==> config.mk <==
export PLATFORM = sky130hd
export DESIGN_NAME = aes_block_packer
export DESIGN_NICKNAME = d
export VERILOG_FILES = /design/src/rtl/aes_pkg.sv /design/src/rtl/aes_blk_fifo.sv /design/src/rtl/aes_block_packer.sv
export SDC_FILE = /design/constraint.sdc
export NUM_CORES = 1
export LEC_CHECK = 0
export CORE_ASPECT_RATIO = 1.4
export CORE_MARGIN = 3
export CORE_UTILIZATION = 45
export CTS_BUF_LIST = sky130_fd_sc_hd__clkbuf_16
export DETAILED_ROUTE_END_ITERATION = 8
export PLACE_DENSITY = 0.62
export REMOVE_ABC_BUFFERS = 1
export SLEW_MARGIN = 20
export SYNTH_ARGS = -nofsm -noshare
export SYNTH_HDL_FRONTEND = slang
export SYNTH_SLANG_ARGS = --single-unit
==> constraint.sdc <==
create_clock -name clk -period 3.08 [get_ports clk]
set_input_delay 0.462 -clock clk [delete_from_list [all_inputs] [get_ports clk]]
set_output_delay 0.462 -clock clk [all_outputs]
set_load 0.03 [all_outputs]
==> src/rtl/aes_pkg.sv <==
// Shared constants, types and the word-insertion helper for the AES block packer.
package aes_pkg;

  localparam int WORD_W = 32;
  localparam int WPB    = 4;
  localparam int BLK_W  = WORD_W * WPB;
  localparam int WCNT_W = $clog2(WPB) + 1;

  typedef logic [BLK_W-1:0] aes_block_t;

  typedef enum logic [1:0] {
    IDLE = 2'd0,
    FILL = 2'd1,
    HOLD = 2'd2
  } pack_state_t;

  // Place word into slot idx of a block; slot 0 occupies the most significant bits.
  function automatic aes_block_t put_word(input aes_block_t blk,
                                          input logic [WCNT_W-1:0] idx,
                                          input logic [WORD_W-1:0] word);
    aes_block_t res;
    res = blk;
    for (int k = 0; k < WPB; k++) begin
      if (idx == WCNT_W'(k)) begin
        res[BLK_W-1-WORD_W*k -: WORD_W] = word;
      end
    end
    return res;
  endfunction

endpackage

==> src/rtl/aes_blk_fifo.sv <==
// Synchronous block FIFO; each entry carries the 128-bit block plus its last flag.
// A push into a full FIFO is accepted when a pop happens in the same cycle.
module aes_blk_fifo
  import aes_pkg::*;
#(
  parameter int DEPTH = 2
) (
  input  logic             clk,
  input  logic             n_rst,
  input  logic             clear,
  input  logic             push,
  input  logic [BLK_W:0]   push_entry,
  input  logic             pop,
  output logic             full,
  output logic             empty,
  output logic [BLK_W-1:0] head_data,
  output logic             head_last
);

  localparam int PTR_W = (DEPTH > 1) ? $clog2(DEPTH) : 1;
  localparam int CNT_W = PTR_W + 1;

  logic [BLK_W:0]   mem_r [DEPTH];
  logic [PTR_W-1:0] rd_ptr_r;
  logic [PTR_W-1:0] wr_ptr_r;
  logic [CNT_W-1:0] cnt_r;
  logic             push_ok_s;
  logic             pop_ok_s;

  assign full      = (cnt_r == CNT_W'(DEPTH));
  assign empty     = (cnt_r == {CNT_W{1'b0}});
  assign pop_ok_s  = pop & ~empty;
  assign push_ok_s = push & (~full | pop_ok_s);
  assign head_data = mem_r[rd_ptr_r][BLK_W-1:0];
  assign head_last = mem_r[rd_ptr_r][BLK_W];

  // Storage, pointers and occupancy; clear and reset empty the FIFO and zero its contents.
  always_ff @(posedge clk or negedge n_rst) begin
    if (!n_rst) begin
      for (int i = 0; i < DEPTH; i++) begin
        mem_r[i] <= {(BLK_W+1){1'b0}};
      end
      rd_ptr_r <= {PTR_W{1'b0}};
      wr_ptr_r <= {PTR_W{1'b0}};
      cnt_r    <= {CNT_W{1'b0}};
    end else if (clear) begin
      for (int i = 0; i < DEPTH; i++) begin
        mem_r[i] <= {(BLK_W+1){1'b0}};
      end
      rd_ptr_r <= {PTR_W{1'b0}};
      wr_ptr_r <= {PTR_W{1'b0}};
      cnt_r    <= {CNT_W{1'b0}};
    end else begin
      if (push_ok_s) begin
        mem_r[wr_ptr_r] <= push_entry;
        wr_ptr_r        <= wr_ptr_r + PTR_W'(1);
      end
      if (pop_ok_s) begin
        rd_ptr_r <= rd_ptr_r + PTR_W'(1);
      end
      case ({push_ok_s, pop_ok_s})
        2'b10:   cnt_r <= cnt_r + CNT_W'(1);
        2'b01:   cnt_r <= cnt_r - CNT_W'(1);
        default: cnt_r <= cnt_r;
      endcase
    end
  end

endmodule

==> src/rtl/aes_block_packer.sv <==
// Packs 32-bit fetched words into 128-bit AES blocks, buffers them in a small
// FIFO and throttles the fetch master while a completed block cannot be stored.
module aes_block_packer
  import aes_pkg::*;
#(
  parameter int DEPTH = 2
) (
  input  logic              clk,
  input  logic              n_rst,
  input  logic              clear,
  input  logic              shift_en,
  input  logic [WORD_W-1:0] word_in,
  input  logic              end_block,
  input  logic              blk_ready,
  output logic              blk_valid,
  output logic [BLK_W-1:0]  blk_data,
  output logic              blk_last,
  output logic              fetch_en,
  output logic              overflow
);

  pack_state_t       state_r;
  pack_state_t       state_next_s;
  logic [WCNT_W-1:0] wcnt_r;
  logic [WCNT_W-1:0] wcnt_next_s;
  aes_block_t        fill_r;
  aes_block_t        fill_next_s;
  logic              last_r;
  logic              last_next_s;
  logic              fetch_en_r;
  logic              overflow_r;

  logic              fifo_full_s;
  logic              fifo_empty_s;
  logic              pop_s;
  logic              room_s;
  logic              push_s;
  aes_block_t        push_data_s;
  logic              push_last_s;
  logic              ovf_set_s;
  aes_block_t        merged_s;
  logic [WCNT_W-1:0] cnt_after_s;
  logic              complete_s;

  assign pop_s     = ~fifo_empty_s & blk_ready;
  // A slot is available if the FIFO is not full or its head leaves this cycle.
  assign room_s    = ~fifo_full_s | pop_s;
  assign blk_valid = ~fifo_empty_s;
  assign fetch_en  = fetch_en_r;
  assign overflow  = overflow_r;

  aes_blk_fifo #(
    .DEPTH(DEPTH)
  ) u_fifo (
    .clk        (clk),
    .n_rst      (n_rst),
    .clear      (clear),
    .push       (push_s),
    .push_entry ({push_last_s, push_data_s}),
    .pop        (pop_s),
    .full       (fifo_full_s),
    .empty      (fifo_empty_s),
    .head_data  (blk_data),
    .head_last  (blk_last)
  );

  // Fill-side next state: word insertion, zero padding on end_block, commit or hold.
  always_comb begin
    state_next_s = state_r;
    wcnt_next_s  = wcnt_r;
    fill_next_s  = fill_r;
    last_next_s  = last_r;
    push_s       = 1'b0;
    push_data_s  = fill_r;
    push_last_s  = last_r;
    ovf_set_s    = 1'b0;
    merged_s     = fill_r;
    cnt_after_s  = wcnt_r;
    complete_s   = 1'b0;
    case (state_r)
      IDLE, FILL: begin
        if (shift_en) begin
          merged_s    = put_word(fill_r, wcnt_r, word_in);
          cnt_after_s = wcnt_r + WCNT_W'(1);
        end else begin
          merged_s    = fill_r;
          cnt_after_s = wcnt_r;
        end
        // The fill register is zero outside written slots, so padding is implicit.
        complete_s = (cnt_after_s == WCNT_W'(WPB)) ||
                     (end_block && (cnt_after_s != {WCNT_W{1'b0}}));
        if (complete_s) begin
          push_data_s = merged_s;
          push_last_s = end_block;
          if (room_s) begin
            push_s       = 1'b1;
            state_next_s = IDLE;
            wcnt_next_s  = {WCNT_W{1'b0}};
            fill_next_s  = {BLK_W{1'b0}};
            last_next_s  = 1'b0;
          end else begin
            state_next_s = HOLD;
            wcnt_next_s  = WCNT_W'(WPB);
            fill_next_s  = merged_s;
            last_next_s  = end_block;
          end
        end else if (cnt_after_s != {WCNT_W{1'b0}}) begin
          state_next_s = FILL;
          wcnt_next_s  = cnt_after_s;
          fill_next_s  = merged_s;
        end else begin
          state_next_s = IDLE;
        end
      end
      HOLD: begin
        push_data_s = fill_r;
        push_last_s = last_r | end_block;
        if (room_s) begin
          push_s      = 1'b1;
          last_next_s = 1'b0;
          // A word arriving on the commit cycle starts the next block.
          if (shift_en) begin
            fill_next_s  = put_word({BLK_W{1'b0}}, {WCNT_W{1'b0}}, word_in);
            wcnt_next_s  = WCNT_W'(1);
            state_next_s = FILL;
          end else begin
            fill_next_s  = {BLK_W{1'b0}};
            wcnt_next_s  = {WCNT_W{1'b0}};
            state_next_s = IDLE;
          end
        end else begin
          last_next_s = last_r | end_block;
          ovf_set_s   = shift_en;
        end
      end
      default: begin
        state_next_s = IDLE;
        wcnt_next_s  = {WCNT_W{1'b0}};
        fill_next_s  = {BLK_W{1'b0}};
        last_next_s  = 1'b0;
      end
    endcase
  end

  // Fill-side state, registered fetch_en (low exactly while holding) and sticky overflow.
  always_ff @(posedge clk or negedge n_rst) begin
    if (!n_rst) begin
      state_r    <= IDLE;
      wcnt_r     <= {WCNT_W{1'b0}};
      fill_r     <= {BLK_W{1'b0}};
      last_r     <= 1'b0;
      fetch_en_r <= 1'b1;
      overflow_r <= 1'b0;
    end else if (clear) begin
      state_r    <= IDLE;
      wcnt_r     <= {WCNT_W{1'b0}};
      fill_r     <= {BLK_W{1'b0}};
      last_r     <= 1'b0;
      fetch_en_r <= 1'b1;
      overflow_r <= 1'b0;
    end else begin
      state_r    <= state_next_s;
      wcnt_r     <= wcnt_next_s;
      fill_r     <= fill_next_s;
      last_r     <= last_next_s;
      fetch_en_r <= (state_next_s != HOLD);
      overflow_r <= overflow_r | ovf_set_s;
    end
  end

endmodule

==> impl_metrics.py <==
metrics = {
    "setup_path": {
        "cp_max_stage_delay_ns": 0.60,
        "worstPathRequired_ns": 2.62,
        "crit_family": "buffers and inverters",
        "crit_arrival_ns": 2.40,
        "critPathBufInv": 2,
        "crit_type": "reg -> out",
        "worst_setup_path_end_kind": "primary output",
        "startpoint_type": "flip-flop",
        "cp_max_fo": 51,
        "worstPathCellList": "buf_16 -> mux2_2 -> clkdlybuf4s50_1",
        "worst_path_max_delay_cell": "sky130_fd_sc_hd__clkdlybuf4s50_1",
    },
    "synth": {
        "synthCells": 1798,
        "post_synthesis_average_cell_area_um2": 10.7,
        "synth-seq-area-share_pct": 51.6,
        "dominantRegCellSynth": "sky130_fd_sc_hd__dfrtp_1",
        "yosys-top-cells-count": "sky130_fd_sc_hd__nor2_1 (516), sky130_fd_sc_hd__dfrtp_1 (397), sky130_fd_sc_hd__mux2_2 (185)",
        "synth_top_cell_area_share_pct": 51.4,
        "ys.warnings.count": 0,
        "ys_async_sr_fraction_pct": 100,
        "syn-cell-area_um2": 19300,
        "synth_seq_cells": 398,
        "synth.lib_cells_used.distinct": 50,
        "yosys.area.top_type": "sky130_fd_sc_hd__dfrtp_1",
        "synth.area.top_cells": "sky130_fd_sc_hd__dfrtp_1 (51%), sky130_fd_sc_hd__mux2_2 (11%), sky130_fd_sc_hd__nor2_1 (10%)",
        "synthMostInstantiatedCell": "sky130_fd_sc_hd__nor2_1",
        "number_of_enable_type_register_cells_in_the_synthesized_netlist": 0,
    },
    "timing": {
        "fin_worst_skew_ns": 0.0174,
        "finalSetupTns_ns": 0,
        "post-route-worst-setup-slack_ns": 0.223,
        "finalHoldWorstSlack_ns": 0.353,
        "timing.fmax_ghz": 0.350,
        "period_share_pct": 92.8,
        "report.final.setup_viol": 0,
        "max_slew.worst_pin.slew_ns": 1.11,
        "max_slew_violations": 0,
        "final_hold_viol_count": 0,
        "grt_setup_unrepaired": "no",
        "min_clock_period_post_route_ns": 2.86,
        "max_slew_margin_pct": 25.7,
    },
    "drt": {
        "drt_pass1_iterations": 5,
        "post_drt_via_cell_ratio": 5.60,
        "drt-total-wl_um": 53700,
        "route.vias.total": 14100,
        "first_iter_violations": 928,
        "remaining_drc_errors": 0,
        "final_antenna_net_count": 0,
        "route.detailed.wl_per_inst_um": 21.4,
    },
    "job": {
        "cap_viol_max_count": 0,
    },
    "outcome": {
        "status": "finished clean",
    },
    "global_routing": {
        "first_global_vias": 14800,
        "grt_use_total_pct": 23.3,
        "grt_start_max_net_pins": 181,
        "grt_antenna_before_repair": 1,
        "gr-total-overflow": 0,
        "wire_length_of_the_first_global_routing_pass_um": 85500,
    },
    "floorplanning": {
        "num_rows": 89,
        "initial_utilization_pct": 45.7,
        "design.die.area_um2": 45500,
        "ios": 170,
        "chipWidth_um": 181,
        "coreArea_um2": 42300,
        "die_height_um": 251,
    },
    "clocking": {
        "cts.path.max_buffers": 3,
        "htree_levels": 2,
        "cts.root.buffer_cell": "sky130_fd_sc_hd__clkbuf_16",
        "cts_sinks": 398,
        "clk_latency_ns": 0.55,
        "clock_tree_from_tritoncts": "built",
        "cts_made_buffers": 41,
        "clk_transition_reported_paths_ns": 0.06,
    },
    "power": {
        "power.leakage_nw": 10.7,
        "power.ir.vdd_worst_mv": 0.383,
        "power_density_nw_per_um2": 624,
    },
    "placement": {
        "io_buffers": 169,
        "place_ws_ns": 0.0471,
        "gp_routability_congestion": 0.820,
        "hpwl_um": 32000,
    },
    "cells_and_area": {
        "final_layout_size_suffix_gt1_share_pct": 24.4,
        "finalNetCount": 1974,
        "area.growth.synth_to_final_pct": 20.5,
    },
    "hold_path": {
        "holdCritPathClass": "in -> reg",
    },
}
==> repair_timing <==
action                                  CTS  global route
gates resized for setup                   1             0
hold endpoints to repair                 58             0
endpoints found under the setup margin   25             0
hold buffers                              1             0
buffers inserted                          3             0
==> area by class of cell <==
type                       count  area (µm²)
fill                        3670       19000
sequential                   398        9960
multi-input combinational   1248        8610
timing repair buffer         236        2750
clock buffer                  43        1080
tap                          546         683
clock inverter                33         174
inverter                       6        22.5
antenna                        1        2.50
==> stage by stage <==
step	std cells	total power [W]	util [%]	area, µm²
after floorplan	1652	0.00835	-	18500
after global placement	2430	0.00986	51.9	22000
after detailed placement	2430	0.00992	51.9	22000
after CTS	2510	0.0147	55.0	23300
after global routing	2510	0.0152	55.0	23300
final	2511	0.0145	55.0	23300
==> worst paths after layout <==
kind,startpoint,to,slack [ns],cells after the start
min in group asynchronous,n_rst,u_fifo.mem_r[54],0.44,2
hold reg to reg,fill_r[16],fill_r[16],0.50,1
setup / recovery,u_fifo.rd_ptr_r,blk_last,0.22,3
max in group asynchronous,n_rst,u_fifo.mem_r[136],1.63,4
setup reg to reg,wcnt_r[0],u_fifo.mem_r[165],0.29,9
hold / removal,clear,overflow,0.35,2
==> sequential cells by signal, summed over array words and instances, names as in the netlist <==
register         count
fill_r             128
fetch_en             1
u_fifo.cnt_r         2
u_fifo.rd_ptr_r      1
overflow             1
wcnt_r               3
u_fifo.wr_ptr_r      1
last_r               1
u_fifo.mem_r       258
state_r              2
==> cells in the final DEF, fill, tap and decap left out, drive strengths merged, types with 2 or more instances in the layout <==
master / synthesis / final
clkinv: 0 / 19
a21oi: 7 / 7
nor2: 523 / 523
and2: 7 / 7
inv: 6 / 18
nor4: 2 / 2
buf: 91 / 68
nand2b: 3 / 3
nor2b: 5 / 5
a31oi: 2 / 2
a22o: 129 / 129
and3: 4 / 4
clkdlybuf4s50: 0 / 167
mux2: 257 / 257
nand2: 12 / 12
nor3: 265 / 265
clkbuf: 55 / 43
dfrtp: 397 / 397
a32o: 2 / 2
o21ai: 8 / 8
ha: 5 / 5
==> worst reg2reg max path: cells and delay by family (launching register included) <==
| kind | cells | cell delay (ns) |
|---|---|---|
| buffers and inverters | 2 | 0.35 |
| AND/OR/NAND/NOR | 5 | 1.07 |
| adder cells (fa/ha/maj) | 1 | 0.35 |
| flip-flops | 1 | 0.51 |
| multiplexers | 1 | 0.36 |
==> cell families (layout without fill, tap and decap cells) <==
kind of cell    count (synthesis)  in the layout  share of synthesized area, %
compound gates                157            157                          6.98
mux                           258            258                          16.0
fa+ha+maj                       5              5                         0.324
buf+inv                       152            318                          4.31
other cells                     0              1                             0
simple gates                  826            826                          20.7
flops                         398            398                          51.6
xor+xnor                        2              2                        0.0907
==> report_power, final <==
group	internal, W	leakage [nW]	total [W]	switching [W]
Sequential	0.00566	5.44	0.00590	0.000232
Combinational	0.00155	4.59	0.00393	0.00238
Clock	0.00261	0.658	0.00471	0.00210
Total	0.00982	10.7	0.0145	0.00471
==> layer usage <==
| layer | wire length [µm] | share of wire (%) | global-route usage [%] |
|---|---|---|---|
| met3 | 2200 | 4.1 | 3.03 |
| met5 | 0 | 0 | 0 |
| met2 | 27700 | 52 | 41.3 |
| met1 | 22500 | 42 | 30.2 |
| met4 | 1280 | 2.4 | 6.40 |
No activity file was read; power rests on OpenSTA's default activity.
